File: src/rtl/fp_accum_requester_if.sv
// Bus bundle between the FP16 accumulate requester, its upstream element
// source, the 3-operand adder it drives and the downstream sum consumer.
//
// Handshake semantics:
//   in  : an element moves on a rising edge where in_valid && in_ready;
//         in_data/in_last are only meaningful while in_valid is high.
//   add : add_start rises with add_a/b/c already stable and stays high until
//         add_done is seen; add_z is valid while add_done=1; add_ack pulses
//         one cycle to release the result; no new add_start while add_done=1.
//   out : out_valid holds out_sum/out_count stable until out_ack is seen on a
//         rising edge with out_valid high.
interface fp_accum_requester_if #(
    parameter int CNT_W = 8
);
    logic             in_valid;
    logic [15:0]      in_data;
    logic             in_last;
    logic             in_ready;

    logic             add_start;
    logic [15:0]      add_a;
    logic [15:0]      add_b;
    logic [15:0]      add_c;
    logic [15:0]      add_z;
    logic             add_done;
    logic             add_ack;

    logic             out_valid;
    logic [15:0]      out_sum;
    logic [CNT_W-1:0] out_count;
    logic             out_ack;

    logic             err_timeout;

    modport master (
        input  in_valid, in_data, in_last,
        output in_ready,
        output add_start, add_a, add_b, add_c, add_ack,
        input  add_z, add_done,
        output out_valid, out_sum, out_count,
        input  out_ack,
        output err_timeout
    );

    modport slave (
        output in_valid, in_data, in_last,
        input  in_ready,
        input  add_start, add_a, add_b, add_c, add_ack,
        output add_z, add_done,
        input  out_valid, out_sum, out_count,
        output out_ack,
        input  err_timeout
    );
endinterface

File: src/rtl/fp_accum_requester.sv
// Folds an FP16 element stream two-at-a-time into a running sum using an
// external 3-operand adder (acc + x0 + x1), then presents sum and count.
// No arithmetic is done here; the zero operand is exactly 16'h0000.
module fp_accum_requester #(
    parameter int CNT_W   = 8,
    parameter int TIMEOUT = 255
) (
    input  logic                         clk,
    input  logic                         reset,
    fp_accum_requester_if.master         bus,
    output logic [2:0]                   o_dbg_state
);

    typedef enum logic [2:0] {
        S_IDLE = 3'd0,
        S_GET0 = 3'd1,
        S_GET1 = 3'd2,
        S_REQ  = 3'd3,
        S_ACK  = 3'd4,
        S_CLR  = 3'd5,
        S_OUT  = 3'd6,
        S_ERR  = 3'd7
    } state_t;

    localparam int               WD_W    = (TIMEOUT > 1) ? $clog2(TIMEOUT + 1) : 1;
    localparam bit               WD_EN   = (TIMEOUT > 0);
    localparam logic [WD_W-1:0]  WD_LAST = (TIMEOUT > 0) ? WD_W'(TIMEOUT - 1) : '0;
    localparam logic [CNT_W-1:0] CNT_MAX = '1;

    state_t           r_state;
    state_t           w_next;
    logic [15:0]      r_acc;
    logic [15:0]      r_x0;
    logic             r_last;
    logic [CNT_W-1:0] r_count;
    logic [15:0]      r_add_a;
    logic [15:0]      r_add_b;
    logic [15:0]      r_add_c;
    logic [15:0]      r_out_sum;
    logic [CNT_W-1:0] r_out_count;
    logic             r_err;
    logic [WD_W-1:0]  r_wd;

    logic             w_accept;
    logic [CNT_W-1:0] w_cnt_inc;
    logic             w_last_in;
    logic             w_wd_hit;

    assign w_accept  = bus.in_valid && ((r_state == S_GET0) || (r_state == S_GET1));
    assign w_cnt_inc = r_count + 1'b1;
    // An element that fills the counter closes the stream as if in_last was set.
    assign w_last_in = bus.in_last || (w_cnt_inc == CNT_MAX);
    assign w_wd_hit  = WD_EN && (r_wd == WD_LAST);

    // Control outputs decode directly from the registered state.
    assign bus.in_ready    = (r_state == S_GET0) || (r_state == S_GET1);
    assign bus.add_start   = (r_state == S_REQ);
    assign bus.add_ack     = (r_state == S_ACK);
    assign bus.out_valid   = (r_state == S_OUT);
    assign bus.add_a       = r_add_a;
    assign bus.add_b       = r_add_b;
    assign bus.add_c       = r_add_c;
    assign bus.out_sum     = r_out_sum;
    assign bus.out_count   = r_out_count;
    assign bus.err_timeout = r_err;
    assign o_dbg_state     = r_state;

    // State register.
    always_ff @(posedge clk) begin
        if (reset) begin
            r_state <= S_IDLE;
        end else begin
            r_state <= w_next;
        end
    end

    // Next-state logic; done wins over the watchdog on the same cycle.
    always_comb begin
        w_next = r_state;
        case (r_state)
            S_IDLE: w_next = S_GET0;
            S_GET0: if (w_accept) w_next = w_last_in ? S_REQ : S_GET1;
            S_GET1: if (w_accept) w_next = S_REQ;
            S_REQ: begin
                if (bus.add_done)  w_next = S_ACK;
                else if (w_wd_hit) w_next = S_ERR;
            end
            S_ACK:  w_next = S_CLR;
            S_CLR: begin
                if (!bus.add_done) w_next = r_last ? S_OUT : S_GET0;
                else if (w_wd_hit) w_next = S_ERR;
            end
            S_OUT:  if (bus.out_ack) w_next = S_IDLE;
            S_ERR:  w_next = S_ERR;
            default: w_next = S_IDLE;
        endcase
    end

    // Datapath: element capture, operand staging, accumulator and result.
    always_ff @(posedge clk) begin
        if (reset) begin
            r_acc       <= 16'h0000;
            r_x0        <= 16'h0000;
            r_last      <= 1'b0;
            r_count     <= '0;
            r_add_a     <= 16'h0000;
            r_add_b     <= 16'h0000;
            r_add_c     <= 16'h0000;
            r_out_sum   <= 16'h0000;
            r_out_count <= '0;
        end else begin
            case (r_state)
                S_IDLE: begin
                    r_acc   <= 16'h0000;
                    r_count <= '0;
                    r_last  <= 1'b0;
                end
                S_GET0: begin
                    if (w_accept) begin
                        r_x0    <= bus.in_data;
                        r_count <= w_cnt_inc;
                        if (w_last_in) begin
                            // Odd tail: pair the element with an exact zero.
                            r_last  <= 1'b1;
                            r_add_a <= r_acc;
                            r_add_b <= bus.in_data;
                            r_add_c <= 16'h0000;
                        end
                    end
                end
                S_GET1: begin
                    if (w_accept) begin
                        r_count <= w_cnt_inc;
                        r_last  <= w_last_in;
                        r_add_a <= r_acc;
                        r_add_b <= r_x0;
                        r_add_c <= bus.in_data;
                    end
                end
                S_REQ: begin
                    if (bus.add_done) r_acc <= bus.add_z;
                end
                S_CLR: begin
                    if (!bus.add_done && r_last) begin
                        r_out_sum   <= r_acc;
                        r_out_count <= r_count;
                    end
                end
                default: ;
            endcase
        end
    end

    // Watchdog: restarts on every state change, counts while waiting on the adder.
    always_ff @(posedge clk) begin
        if (reset || (w_next != r_state)) begin
            r_wd <= '0;
        end else if ((r_state == S_REQ) || (r_state == S_CLR)) begin
            r_wd <= r_wd + 1'b1;
        end
    end

    // Sticky timeout flag, cleared only by reset.
    always_ff @(posedge clk) begin
        if (reset) begin
            r_err <= 1'b0;
        end else if (w_next == S_ERR) begin
            r_err <= 1'b1;
        end
    end

endmodule
File: src/flat_wrapper.sv
// flat-port wrapper written by rule: the top's interface ports become plain ports
module fp_accum_requester_flat 
#(
    parameter int CNT_W   = 8,
    parameter int TIMEOUT = 255
)
  (clk, reset, o_dbg_state, bus_in_valid, bus_in_data, bus_in_last, bus_in_ready, bus_add_start, bus_add_a, bus_add_b, bus_add_c, bus_add_ack, bus_add_z, bus_add_done, bus_out_valid, bus_out_sum, bus_out_count, bus_out_ack, bus_err_timeout);
  fp_accum_requester_if #(.CNT_W(CNT_W)) bus_i ();
  input  logic clk;
  input  logic reset;
  output logic [2:0] o_dbg_state;
  input wire logic [$bits(bus_i.in_valid)-1:0] bus_in_valid;
  input wire logic [$bits(bus_i.in_data)-1:0] bus_in_data;
  input wire logic [$bits(bus_i.in_last)-1:0] bus_in_last;
  output wire logic [$bits(bus_i.in_ready)-1:0] bus_in_ready;
  output wire logic [$bits(bus_i.add_start)-1:0] bus_add_start;
  output wire logic [$bits(bus_i.add_a)-1:0] bus_add_a;
  output wire logic [$bits(bus_i.add_b)-1:0] bus_add_b;
  output wire logic [$bits(bus_i.add_c)-1:0] bus_add_c;
  output wire logic [$bits(bus_i.add_ack)-1:0] bus_add_ack;
  input wire logic [$bits(bus_i.add_z)-1:0] bus_add_z;
  input wire logic [$bits(bus_i.add_done)-1:0] bus_add_done;
  output wire logic [$bits(bus_i.out_valid)-1:0] bus_out_valid;
  output wire logic [$bits(bus_i.out_sum)-1:0] bus_out_sum;
  output wire logic [$bits(bus_i.out_count)-1:0] bus_out_count;
  input wire logic [$bits(bus_i.out_ack)-1:0] bus_out_ack;
  output wire logic [$bits(bus_i.err_timeout)-1:0] bus_err_timeout;
  assign bus_i.in_valid = bus_in_valid;
  assign bus_i.in_data = bus_in_data;
  assign bus_i.in_last = bus_in_last;
  assign bus_in_ready = bus_i.in_ready;
  assign bus_add_start = bus_i.add_start;
  assign bus_add_a = bus_i.add_a;
  assign bus_add_b = bus_i.add_b;
  assign bus_add_c = bus_i.add_c;
  assign bus_add_ack = bus_i.add_ack;
  assign bus_i.add_z = bus_add_z;
  assign bus_i.add_done = bus_add_done;
  assign bus_out_valid = bus_i.out_valid;
  assign bus_out_sum = bus_i.out_sum;
  assign bus_out_count = bus_i.out_count;
  assign bus_i.out_ack = bus_out_ack;
  assign bus_err_timeout = bus_i.err_timeout;
  fp_accum_requester #(.CNT_W(CNT_W), .TIMEOUT(TIMEOUT)) u_core (.clk(clk), .reset(reset), .bus(bus_i), .o_dbg_state(o_dbg_state));
endmodule
File: config.mk
export PLATFORM = sky130hd
export DESIGN_NAME = fp_accum_requester_flat
export DESIGN_NICKNAME = d
export VERILOG_FILES = /design/src/rtl/fp_accum_requester_if.sv /design/src/rtl/fp_accum_requester.sv /design/src/flat_wrapper.sv
export SDC_FILE = /design/constraint.sdc
export NUM_CORES = 1
export LEC_CHECK = 0
export ABC_CLOCK_PERIOD_IN_PS = 2100
export BUFFER_PORTS_ARGS = -buffer_cell sky130_fd_sc_hd__buf_4
export CORE_MARGIN = 4
export CORE_UTILIZATION = 49
export CTS_CLUSTER_SIZE = 14
export DETAILED_ROUTE_END_ITERATION = 7
export GPL_TIMING_DRIVEN = 0
export PLACE_DENSITY = 0.88
export REMOVE_ABC_BUFFERS = 1
export SETUP_SLACK_MARGIN = 0.3
export SLEW_MARGIN = 25
export SYNTH_ARGS = -nofsm -noshare
export SYNTH_HDL_FRONTEND = slang
export SYNTH_SLANG_ARGS = --single-unit
File: constraint.sdc
create_clock -name clk -period 2.1 [get_ports clk]
set_clock_uncertainty 0.15 [all_clocks]
set_input_delay 0.21 -clock clk [delete_from_list [all_inputs] [get_ports clk]]
set_output_delay 0.21 -clock clk [all_outputs]
set_load 0.03 [all_outputs]
* Word-level counts from Yosys, hierarchy flattened
Cells that the tools add are included.
** Word-level totals
- Register bits :: 125
- Bits in latches :: 0
- Memory bits (writable) :: 0
- Memory bits (read-only) :: 0
- Bits of input ports :: 38
- Output and inout port bits :: 80
- Word-level logic and storage cells :: 78
- Memories :: 0
** Operators by class
- $add $sub $neg :: 2
- $mul :: 0
- Divide/modulo/power cells :: 0
- Order comparisons :: 0
- Equal/unequal tests :: 16
- Shifts and indexed selects :: 0
- Muxes and demuxes :: 29
- Bitwise operators :: 0
- Reduce and logical (&&, ||, !) cells :: 19
** Operators by type and width (number)
- 16-bit two-way mux :: 10
- 16-bit one-hot mux with 2 select lines :: 4
- 3-bit one-hot mux with 8 select lines :: 1
- 3-bit two-way mux :: 7
- 8-bit by 1-bit adder with 8-bit output (second input constant) :: 2
- 8-bit equality test (second input constant) :: 2
- 8-bit one-hot mux with 2 select lines :: 1
- 3-bit equality test (second input constant) :: 5
- 2-bit by 1-bit != test with 1-bit output (second input constant) :: 5
- 8-bit two-way mux :: 1
- 2-bit AND reduction :: 4
- 4-bit AND reduction :: 2
- 3-bit by 2-bit equality test with 1-bit output (second input constant) :: 2
- 2-bit nonzero test :: 3
- 1-bit logical OR :: 4
- 1-bit two-way mux :: 4
- 3-bit by 1-bit equality test with 1-bit output (second input constant) :: 1
- 3-bit zero test :: 1
- 3-bit != test :: 1
- 1-bit one-hot mux with 3 select lines :: 1
- 3-bit nonzero test :: 1
- 1-bit logical AND :: 2
- 2-bit OR reduction :: 1
- 1-bit zero test :: 1

* Logic depth before layout (Yosys ltp)
Gate-level depths: netlist of run 1.
- Depth in word-level cells :: 8
- Mapped depth :: 10
- Mapped depth without buffers :: 8

* Worst setup path before layout of run 1
Ideal clock, no wire load.
- Path kind :: reg2reg
- Start :: register u_core.r_state[1] (netlist: u_core.o_dbg_state[1])
- End :: register u_core.r_add_b[10] (netlist: u_core.bus.add_b[10])
- Setup time :: 122 ps
- Arrival time :: 2182 ps
- Required time :: 1828 ps
- Setup slack :: -354 ps
- Stages on the path, launching flop included :: 8
- Path buffers :: 3
- Clock period less this slack :: 2454 ps
- Cells stage by stage :: dfxtp_1 -> buf_2 -> nand2b_1 -> buf_2 -> nor2_2 -> clkbuf_1 -> mux2_2 -> a221o_1
** Between the ends
- Word-level cells in the longest chain between the ends :: 5
- Elaborated cells on any way between the ends :: 10
- Those cells by class :: eq/ne (5); mux (1); reduce/logical (4)
** Ends and longest elaborated chain
- start, declared :: line fp_accum_requester.sv:30 : state_t r_state;
- start signal, assigned :: line fp_accum_requester.sv:73 : r_state <= w_next;
- 3-bit by 1-bit equality test with 1-bit output or 3-bit by 2-bit equality test with 1-bit output (tied branches) :: line fp_accum_requester.sv:49, fp_accum_requester.sv:112
- 1-bit logical OR :: line fp_accum_requester.sv:49 : assign w_accept = bus.in_valid && ((r_state == S_GET0) || (r_state == S_GET1));
- 1-bit logical AND :: line fp_accum_requester.sv:49
- 2-bit by 1-bit != test with 1-bit output (no source line)
- 4-bit AND reduction (no source line)
- end signal, assigned :: line fp_accum_requester.sv:126 : r_add_b <= bus.in_data;
- end signal, assigned :: line fp_accum_requester.sv:136 : r_add_b <= r_x0;
- end, declared :: line fp_accum_requester.sv:37 : logic [15:0] r_add_b;
Several ways; a longest one is shown, not always the timed one.
A chain may end at the register's enable or synchronous reset.

* Worst setup path in the final report of run 1
- Start :: register u_core.r_count[1]
- End :: register u_core.r_add_b[14] (netlist: u_core.bus.add_b[14])
** Between the ends
- Word-level cells in the longest chain between the ends :: 5
** Ends and longest elaborated chain
- start, declared :: line fp_accum_requester.sv:35 : logic [CNT_W-1:0] r_count;
- start signal, assigned :: line fp_accum_requester.sv:121 : r_count <= w_cnt_inc;
- start signal, assigned :: line fp_accum_requester.sv:133 : r_count <= w_cnt_inc;
- 8-bit by 1-bit adder with 8-bit output :: line fp_accum_requester.sv:50 : assign w_cnt_inc = r_count + 1'b1;
- 8-bit equality test :: line fp_accum_requester.sv:52 : assign w_last_in = bus.in_last || (w_cnt_inc == CNT_MAX);
- 1-bit logical OR :: line fp_accum_requester.sv:52
- 2-bit by 1-bit != test with 1-bit output (no source line)
- 4-bit AND reduction (no source line)
No other way between the ends.

==> results of run 1 <==
[worst paths after layout]
kind,endpoint,start
max,u_core.bus.add_b[14],u_core.r_count[1]
min,u_core.o_dbg_state[2],bus_out_ack
max reg2reg,u_core.bus.add_b[14],u_core.r_count[1]
min reg2reg,u_core.bus.out_count[4],u_core.bus.out_count[4]
[worst min-delay path, cell delays in order]
cell	delay, ns
buf_4	0.11
a21boi_1	0.10
o221ai_4	0.19
a21oi_1	0.09
[registers in the layout (all words and copies together) (netlist names)]
register                flops
u_core.bus.out_count        8
u_core.bus.out_sum         16
u_core.bus.err_timeout      1
u_core.o_dbg_state          3
u_core.r_last               1
u_core.bus.add_c           16
u_core.r_acc               16
u_core.r_count              8
u_core.r_wd                 8
u_core.bus.add_a           16
u_core.bus.add_b           16
u_core.r_x0                16
[area by class of cell]
class	count	share of cell area [%]
clock inverter	15	2.18
tap	136	1.99
clock buffer	17	4.84
inverter	9	0.658
timing repair buffer	224	24.4
sequential	125	29.7
multi-input combinational	458	36.2
[through the flow]
| step | TNS (ns) | util, % |
|---|---|---|
| final | -11.38 | 81.4 |
| after global routing | -13.76 | 81.4 |
| after CTS | -10.95 | 76.0 |
| after detailed placement | -52.28 | 59.9 |
| after global placement | -86.14 | 59.1 |
| after floorplan | -44.03 | - |
[routing by layer]
layer / share of wire, % / track usage (%)
met2: 52 / 52.1
met5: 0 / 0
met3: 7.3 / 5.67
met1: 36 / 31.6
met4: 5.0 / 13.1
[logic make-up (layout without fill, tap and decap cells)]
kind of cell | count (synthesis) | after routing
buf+inv | 52 | 265
compound gates | 157 | 157
mux | 33 | 33
xor+xnor | 6 | 6
flops | 125 | 125
fa+ha+maj | 5 | 5
simple gates | 257 | 257
[timing repair]
item,in CTS,in global routing
buffers inserted,39,28
resized for setup,83,82
pin swaps,36,32
endpoints found under the hold margin,65,0
hold buffers,33,0
cloned,3,0
setup endpoints to repair,131,119
[cells in the final DEF (no fill, tap or decap), types with 4 or more instances in the layout]
master         count
dfxtp_4           10
inv_1              4
clkbuf_16         18
mux2_2            16
a22oi_1           17
buf_12            12
nand3b_1           4
clkinvlp_4         4
inv_6              5
nor2_4            13
buf_6             23
xor2_1             4
dlygate4sd3_1     33
a21oi_4            5
nand2_1          145
dfxtp_1          112
a22o_1            16
mux2i_1           14
buf_4            150
nor2_1            34
nand3_1           20
a221o_1           16
a21oi_1           65
nand2b_1           8
[power by group through the flow]
stage | logic [mW] | clock network (mW) | registers [mW]
floorplan | 0.388 | 0 | 2.62
global placement | 0.724 | 0 | 2.56
detailed placement | 0.769 | 0 | 2.57
CTS | 1.12 | 2.98 | 2.50
global route | 1.45 | 3.12 | 2.51
finish | 1.40 | 3.01 | 2.50
==> flow_metrics.tcl, run 1 <==
set metrics [dict create \
    portBuffers 117 \
    overflow 0 \
    start_kind "flop" \
    cpMaxStageDelayCell "or4_4" \
    hold_depth 4 \
    holdWs_ns 0.0961 \
    violations "negative setup slack" \
    required_ns 2.34 \
    multi_input_area_mm2 0.00309 \
    ios 118 \
    die_w_um 113 \
    async_flop_share_pct 0 \
    groute.usage.overall_pct 28.4 \
    finalPower_mw 6.91 \
    clk_path_buf_depth 2 \
    setup_viol_count_final 51 \
    reg2reg_depth 7 \
    rrSetupSlack_ns -0.31 \
    initial_core_util_pct 51.1 \
    worstSetupPathType "reg2reg" \
    register_area_mm2 0.00254 \
    swShare_pct 29.2 \
    path_depth 7 \
    dp_cells 849 \
    rows 37 \
    antenna_found_initial 0 \
    stdcell_count 984 \
    yosysTopAreaCell "dfxtp_1" \
    path_cells "and2_4 > or4_4 > o211a_4 > o211ai_4 > a21oi_4 > clkbuf_16 > a221o_1" \
    cts.clk_slew.worst_paths_ns 0.06 \
    maxSlewHeadroom_pct 32.8 \
    fillers 547 \
    clk_latency_ns 0.51 \
    yosysSeqAreaShare_pct 46.6 \
    synthTopCellsByArea "dfxtp_1, nand2_1, a21oi_1" \
    comb_power_share_pct 20.2 \
    synthCells 635 \
    synth_area_mm2 0.00537 \
    dp.final_hpwl_mm 9.64 \
    slew_violations 0 \
    hp-class "in2reg" \
    synth_commonest_cells "nand2_1, dfxtp_1, a21oi_1, nor2_1, clkbuf_1" \
    post-route-period-util_pct 115 \
    p_per_area_mw_per_mm2 808 \
    hold_violations 0 \
    grt_pass1_wl_mm 29.3 \
    num-nets-final 877 \
    p_clk_share_pct 43.6 \
    cts_sinks 125 \
    status "complete, but fails checks" \
    cap_violations 0 \
    vias_per_cell 6.14 \
    synth_adder_area_share_pct 1.12 \
    vdd_drop_max_mv 0.630 \
    drc_errors 0 \
    ys_warn_count 0 \
    synth_edf_count 0 \
    diodes 0 \
    postPlaceCellArea_mm2 0.00630 \
    die-height_um 113 \
    rsz0062_at_grt "true" \
    min_period_ns 2.41 \
    synth_compound_gate_area_share_pct 19.8 \
    power_leakage_nw 3.31 \
    p_sw_mw 2.02 \
    syn_avg_cell_area_um2 8.46 \
    drive_gt1_share_pct 38.1 \
    synth_most_common_cell "nand2_1" \
    fin_area_mm2 0.00855 \
    ant_nets 0 \
    h-tree-depth 4 \
    max_stage_delay_ns 0.50 \
    grt_max_degree 89 \
    seqPwrFrac_pct 36.2 \
    wire_per_inst_um 21.5 \
    synth_xor_area_share_pct 0.978 \
    place.gp.congestion 0.827 \
    cp_num_buf_inv 1 \
    crit_arrival_ns 2.65 \
    design.core.area_mm2 0.0105 \
    setup_ws_ns -0.307 \
    synth_mux_area_share_pct 6.52 \
    fmax_mhz 415 \
    syn_to_final_growth_pct 59.3 \
    synth_top_family_by_area "simple AND/OR/NAND/NOR gates" \
    drt_iter0_drc 753 \
    cts_tree "built" \
    endpoint_kind "flop" \
    cts_root_buf "clkbuf_8" \
    die-area_mm2 0.0127 \
    dr.pass1.iters 8 \
    vias 6045 \
    drt-total-wl_mm 21.1 \
    crit_fanout 5 \
    synth_top_area_share_pct 46.6 \
    tightest_slew_ns 1.01 \
    numCtsBuffers 17 \
    synth_flop_cell "dfxtp_1" \
    ys_ff_latch 125 \
    power.internal_mw 4.90 \
    synthDistinctLibCells 54 \
    first_global_vias 5848 \
    synth_simple_gate_area_share_pct 20.5 \
    place_ws_ns -0.967 \
    path_delay_family "compound AO/OA/AOI/OAI gates" \
]
Note: power is estimated with default switching activity, not from simulation.
==> inputs of run 2 (changes only) <==
--- a/config.mk
+++ b/config.mk
@@ -7,8 +7,10 @@
 export LEC_CHECK = 0
 export ABC_CLOCK_PERIOD_IN_PS = 2100
 export BUFFER_PORTS_ARGS = -buffer_cell sky130_fd_sc_hd__buf_4
+export CELL_PAD_IN_SITES_DETAIL_PLACEMENT = 1
+export CELL_PAD_IN_SITES_GLOBAL_PLACEMENT = 2
 export CORE_MARGIN = 4
-export CORE_UTILIZATION = 49
+export CORE_UTILIZATION = 29
 export CTS_CLUSTER_SIZE = 14
 export DETAILED_ROUTE_END_ITERATION = 7
 export GPL_TIMING_DRIVEN = 0
==> run 2 against run 1 <==
Against the previous run:
- the flow still finishes with violations (negative setup slack)
- largest cell class unchanged
- combinational power about the same
- register-to-register slack got worse by 0.02 ns
- hold slack improved by 0.13 ns
- highest routed layer unchanged
- critical path type unchanged
- sequential power about the same
- sequential share of layout area decreased by 0.58 points
==> flow_metrics.tcl, run 2 (same netlist as run 1, synthesis figures left out) <==
set metrics [dict create \
    required_ns 2.26 \
    drc_errors 0 \
    syn_to_final_growth_pct 61.5 \
    initial_core_util_pct 29.7 \
    vdd_drop_max_mv 0.529 \
    drt-total-wl_mm 21.2 \
    layout_commonest_cell "buf_4" \
    setup_ws_ns -0.330 \
    vias_per_cell 5.07 \
    cpMaxStageDelayCell "or4_4" \
    path_cells "ha_4 > nand2b_1 > or4_4 > o211a_4 > buf_4 > buf_6 > buf_6 > o211ai_1 > a21boi_1 > o21a_1" \
    grt_max_degree 89 \
    path_delay_family "compound AO/OA/AOI/OAI gates" \
    antenna_found_initial 0 \
    first_global_vias 5646 \
    drt_iter0_drc 285 \
    seqPwrFrac_pct 35.2 \
    die-height_um 144 \
    crit_fanout 4 \
    postPlaceCellArea_mm2 0.00644 \
    slew_violations 0 \
    clk_latency_ns 0.42 \
    violations "negative setup slack" \
    drive_gt1_share_pct 37.5 \
    place.gp.congestion 0.760 \
    cpMostUsedCell "buf_6" \
    finalPower_mw 7.12 \
    ios 118 \
    crit_arrival_ns 2.59 \
    grt_pass1_wl_mm 31.6 \
    numCtsBuffers 17 \
    rsz0062_at_grt "true" \
    cts_root_buf "clkbuf_16" \
    ant_nets 0 \
    dp.final_hpwl_mm 10.7 \
    multi_input_area_mm2 0.00306 \
    post-route-period-util_pct 116 \
    start_kind "flop" \
    fillers 2021 \
    portBuffers 117 \
    power.internal_mw 5.19 \
    cp_num_buf_inv 3 \
    diodes 0 \
    tns_ns -12.13 \
    vias 5506 \
    design.core.area_mm2 0.0181 \
    max_stage_delay_ns 0.51 \
    die-area_mm2 0.0208 \
    cap_violations 0 \
    setup_viol_count_final 51 \
    power_leakage_nw 3.35 \
    hp-class "in2reg" \
    cts_sinks 125 \
    register_area_mm2 0.00253 \
    swShare_pct 27.1 \
    groute.usage.overall_pct 19.6 \
    holdWs_ns 0.227 \
    fmax_mhz 411 \
    min_period_ns 2.43 \
    p_clk_share_pct 44.9 \
    endpoint_kind "flop" \
    status "complete, but fails checks" \
    rows 49 \
    h-tree-depth 4 \
    tightest_slew_ns 1.06 \
    num-nets-final 885 \
    fin_area_mm2 0.00868 \
    dr.pass1.iters 5 \
    cts.clk_slew.worst_paths_ns 0.06 \
    wire_per_inst_um 19.5 \
    final_util_pct 48.0 \
    maxSlewHeadroom_pct 29.5 \
    p_sw_mw 1.93 \
    layout.cells.most_common_list "buf_4, nand2_1, dfxtp_1" \
    cts_tree "built" \
    p_per_area_mw_per_mm2 820 \
    worstSetupPathType "reg2reg" \
    hold_violations 0 \
    die_w_um 144 \
    overflow 0 \
    comb_power_share_pct 19.9 \
    clk_path_buf_depth 2 \
]
-- run 2: final timing paths --
kind	start	endpoint	slack [ns]	cells after the start
max	u_core.r_count[0]	u_core.r_last	-0.33	10
min	bus_out_ack	u_core.o_dbg_state[2]	0.23	4
max reg2reg	u_core.r_count[0]	u_core.r_last	-0.33	10
min reg2reg	u_core.bus.out_sum[5]	u_core.bus.out_sum[5]	0.30	2
-- run 2: timing repair --
item / 4_1_cts / 5_1_grt
hold buffers: 33 / 0
buffers inserted: 55 / 17
resized for setup: 108 / 34
endpoints found under the setup margin: 131 / 125
hold endpoints to repair: 49 / 0
gates cloned: 4 / 1
pin swaps: 53 / 26
-- run 2: power groups by stage --
stage / combinational [mW] / sequential (mW) / clock (mW)
finish: 1.42 / 2.50 / 3.20
global route: 1.50 / 2.51 / 3.39
CTS: 1.24 / 2.50 / 3.25
detailed placement: 0.809 / 2.57 / 0
global placement: 0.768 / 2.57 / 0
floorplan: 0.388 / 2.62 / 0
-- run 2: area by class of cell --
| type | instances | share of cell area, % |
|---|---|---|
| multi-input cells | 460 | 35.3 |
| flip-flops and latches | 125 | 29.2 |
| repair buffers | 230 | 24.2 |
| clock buffers | 22 | 5.58 |
| well taps | 229 | 3.30 |
| clock inverters | 10 | 1.85 |
| inverters | 9 | 0.606 |
-- run 2: per-layer routing --
layer / track usage (%) / vias up / wire length (um)
met4: 5.60 / 0 / 198
met5: 0 / - / 0
li1: - / 2642 / -
met1: 25.3 / 2687 / 9280
met2: 32.9 / 162 / 10600
met3: 4.33 / 15 / 1130
-- run 2: tightest hold or removal path, delay by kind of cell --
kind            cells  cell delay (ns)
compound gates      3             0.41
buf+inv             1             0.10
-- run 2: stage by stage --
stage | setup slack, ns | cells
after floorplan | -0.960 | 592
after global placement | -1.45 | 938
after detailed placement | -0.941 | 943
after CTS | -0.294 | 1067
after global routing | -0.398 | 1085
final | -0.330 | 1085
==> inputs of run 3 (changes only) <==
--- a/config.mk
+++ b/config.mk
@@ -7,6 +7,7 @@
 export LEC_CHECK = 0
 export ABC_CLOCK_PERIOD_IN_PS = 2100
 export BUFFER_PORTS_ARGS = -buffer_cell sky130_fd_sc_hd__buf_4
+export CAP_MARGIN = 25
 export CELL_PAD_IN_SITES_DETAIL_PLACEMENT = 1
 export CELL_PAD_IN_SITES_GLOBAL_PLACEMENT = 2
 export CORE_MARGIN = 4
@@ -14,7 +15,7 @@
 export CTS_CLUSTER_SIZE = 14
 export DETAILED_ROUTE_END_ITERATION = 7
 export GPL_TIMING_DRIVEN = 0
-export PLACE_DENSITY = 0.88
+export PLACE_DENSITY = 0.87
 export REMOVE_ABC_BUFFERS = 1
 export SETUP_SLACK_MARGIN = 0.3
 export SLEW_MARGIN = 25
==> run 3 against run 2 <==
Against the previous run:
- the flow still finishes with violations (negative setup slack)
- global-route usage is 0.30 points lower
- final cell count is 1.9% lower
- combinational power hardly changed
- total power is 2.4% lower
- critical path depth is 2 lower
- core utilization is 0.97 points lower
- critical path type unchanged
- critical endpoint is now u_core.bus.add_b[12]
- largest cell class unchanged
==> flow_metrics.tcl, run 3 (same netlist as run 1, synthesis figures left out) <==
set metrics [dict create \
    status "complete, but fails checks" \
    violations "negative setup slack" \
    rows 49 \
    grt_pass1_wl_mm 31.5 \
    p_per_area_mw_per_mm2 817 \
    clk_latency_ns 0.41 \
    ios 118 \
    syn_to_final_growth_pct 58.3 \
    crit_fanout 8 \
    dp.final_hpwl_mm 11.5 \
    die-area_mm2 0.0208 \
    portBuffers 117 \
    layout_commonest_cell "nand2_1" \
    num-nets-final 864 \
    cts_sinks 125 \
    die_w_um 144 \
    start_kind "flop" \
    finalPower_mw 6.95 \
    ant_nets 0 \
    drt-total-wl_mm 20.8 \
    groute.usage.overall_pct 19.3 \
    hold_violations 0 \
    fmax_mhz 408 \
    critical_path.startpoint "u_core.r_count[1]" \
    tns_ns -14.15 \
    slew_violations 0 \
    register_area_mm2 0.00254 \
    drive_gt1_share_pct 36.0 \
    place.gp.congestion 0.808 \
    cts_tree "built" \
    antenna_found_initial 0 \
    dr.pass1.iters 4 \
    post-route-period-util_pct 117 \
    first_global_vias 5835 \
    numCtsBuffers 17 \
    multi_input_area_mm2 0.00302 \
    path_cells "ha_4 > nand2b_1 > or4_4 > o211a_4 > o211ai_4 > a21oi_4 > buf_6 > a221o_1" \
    wire_per_inst_um 19.6 \
    cap_violations 0 \
    vdd_drop_max_mv 0.522 \
    hold_start "bus_out_ack" \
    vias_per_cell 5.22 \
    design.core.area_mm2 0.0181 \
    setup_ws_ns -0.349 \
    cts.clk_slew.worst_paths_ns 0.06 \
    diodes 0 \
    cpMaxStageDelayCell "or4_4" \
    tightest_slew_ns 1.02 \
    reg2reg_from "u_core.r_count[1]" \
    fillers 1992 \
    maxSlewHeadroom_pct 32.0 \
    endpoint_kind "flop" \
    drc_errors 0 \
    die-height_um 144 \
    overflow 0 \
    required_ns 2.25 \
    layout.cells.most_common_list "nand2_1, buf_4, dfxtp_1" \
    path_delay_family "compound AO/OA/AOI/OAI gates" \
    worstSetupPathType "reg2reg" \
    crit_arrival_ns 2.60 \
    initial_core_util_pct 29.7 \
    hp-class "in2reg" \
    rsz0062_at_grt "true" \
    cp_num_buf_inv 1 \
    h-tree-depth 4 \
    min_period_ns 2.45 \
    max_stage_delay_ns 0.53 \
    clk_path_buf_depth 2 \
    grt_max_degree 89 \
    vias 5553 \
    setup_viol_count_final 51 \
    drt_iter0_drc 297 \
    power_leakage_nw 3.25 \
    cts_root_buf "clkbuf_16" \
]
-- run 3: changes by cell type in the layout (fill, tap and decap cells not counted), moves of 3 or more --
cell     before  now
buf_8         6    2
a21oi_2       4    1
dfxtp_4       6    9
buf_4       154  138
buf_6        27   20
buf_12        6   10
dfxtp_2       4    1
a21oi_1      65   68
-- run 3: report_power, final --
group / total, mW / internal [mW] / switching (mW)
Clock: 3.06 / 1.93 / 1.13
Sequential: 2.50 / 2.44 / 0.0676
Combinational: 1.39 / 0.644 / 0.742
-- run 3: per-stage QoR --
stage / hold WS [ns] / cell area (um2) / utilization [%] / worst slack, ns / instances
floorplan: 0.129 / 5160 / - / -0.960 / 592
global placement: 0.292 / 6330 / 35.0 / -1.50 / 938
detailed placement: 0.303 / 6440 / 35.6 / -0.868 / 943
CTS: 0.143 / 8220 / 45.5 / -0.313 / 1052
global route: 0.171 / 8500 / 47.0 / -0.403 / 1064
finish: 0.180 / 8500 / 47.0 / -0.349 / 1064
-- run 3: final timing paths --
path	end	slack, ns	depth (start not counted)
worst max-delay path	u_core.bus.add_b[12]	-0.35	8
worst min-delay path	u_core.o_dbg_state[2]	0.18	4
worst max register to register	u_core.bus.add_b[12]	-0.35	8
worst min register to register	u_core.bus.out_count[7]	0.31	2
-- run 3: worst min-delay path, delay by kind of cell --
kind | cells | cell delay, ns
compound gates | 3 | 0.37
buf+inv | 1 | 0.11
-- run 3: layout make-up --
type                            count  share of cell area, %
Clock inverter                     13                   1.93
Sequential cell                   125                   29.8
Timing Repair Buffer              210                   23.3
Tap cell                          229                   3.37
Clock buffer                       19                   5.33
Multi-Input combinational cell    459                   35.5
Inverter                            9                  0.648
-- run 3: routing by layer --
layer / GRT usage (%) / vias to the layer above / routed length [um]
li1: - / 2609 / -
met1: 22.9 / 2788 / 8790
met2: 34.1 / 138 / 10900
met3: 4.56 / 18 / 930
met4: 6.59 / 0 / 272
met5: 0 / - / 0
-- run 3: timing repair --
item,in CTS,in global routing
buffers inserted,39,10
gates cloned,5,2
hold buffers,33,0
hold endpoints to repair,49,0
endpoints found under the setup margin,130,104
pin swaps,50,9
gates resized for setup,104,32
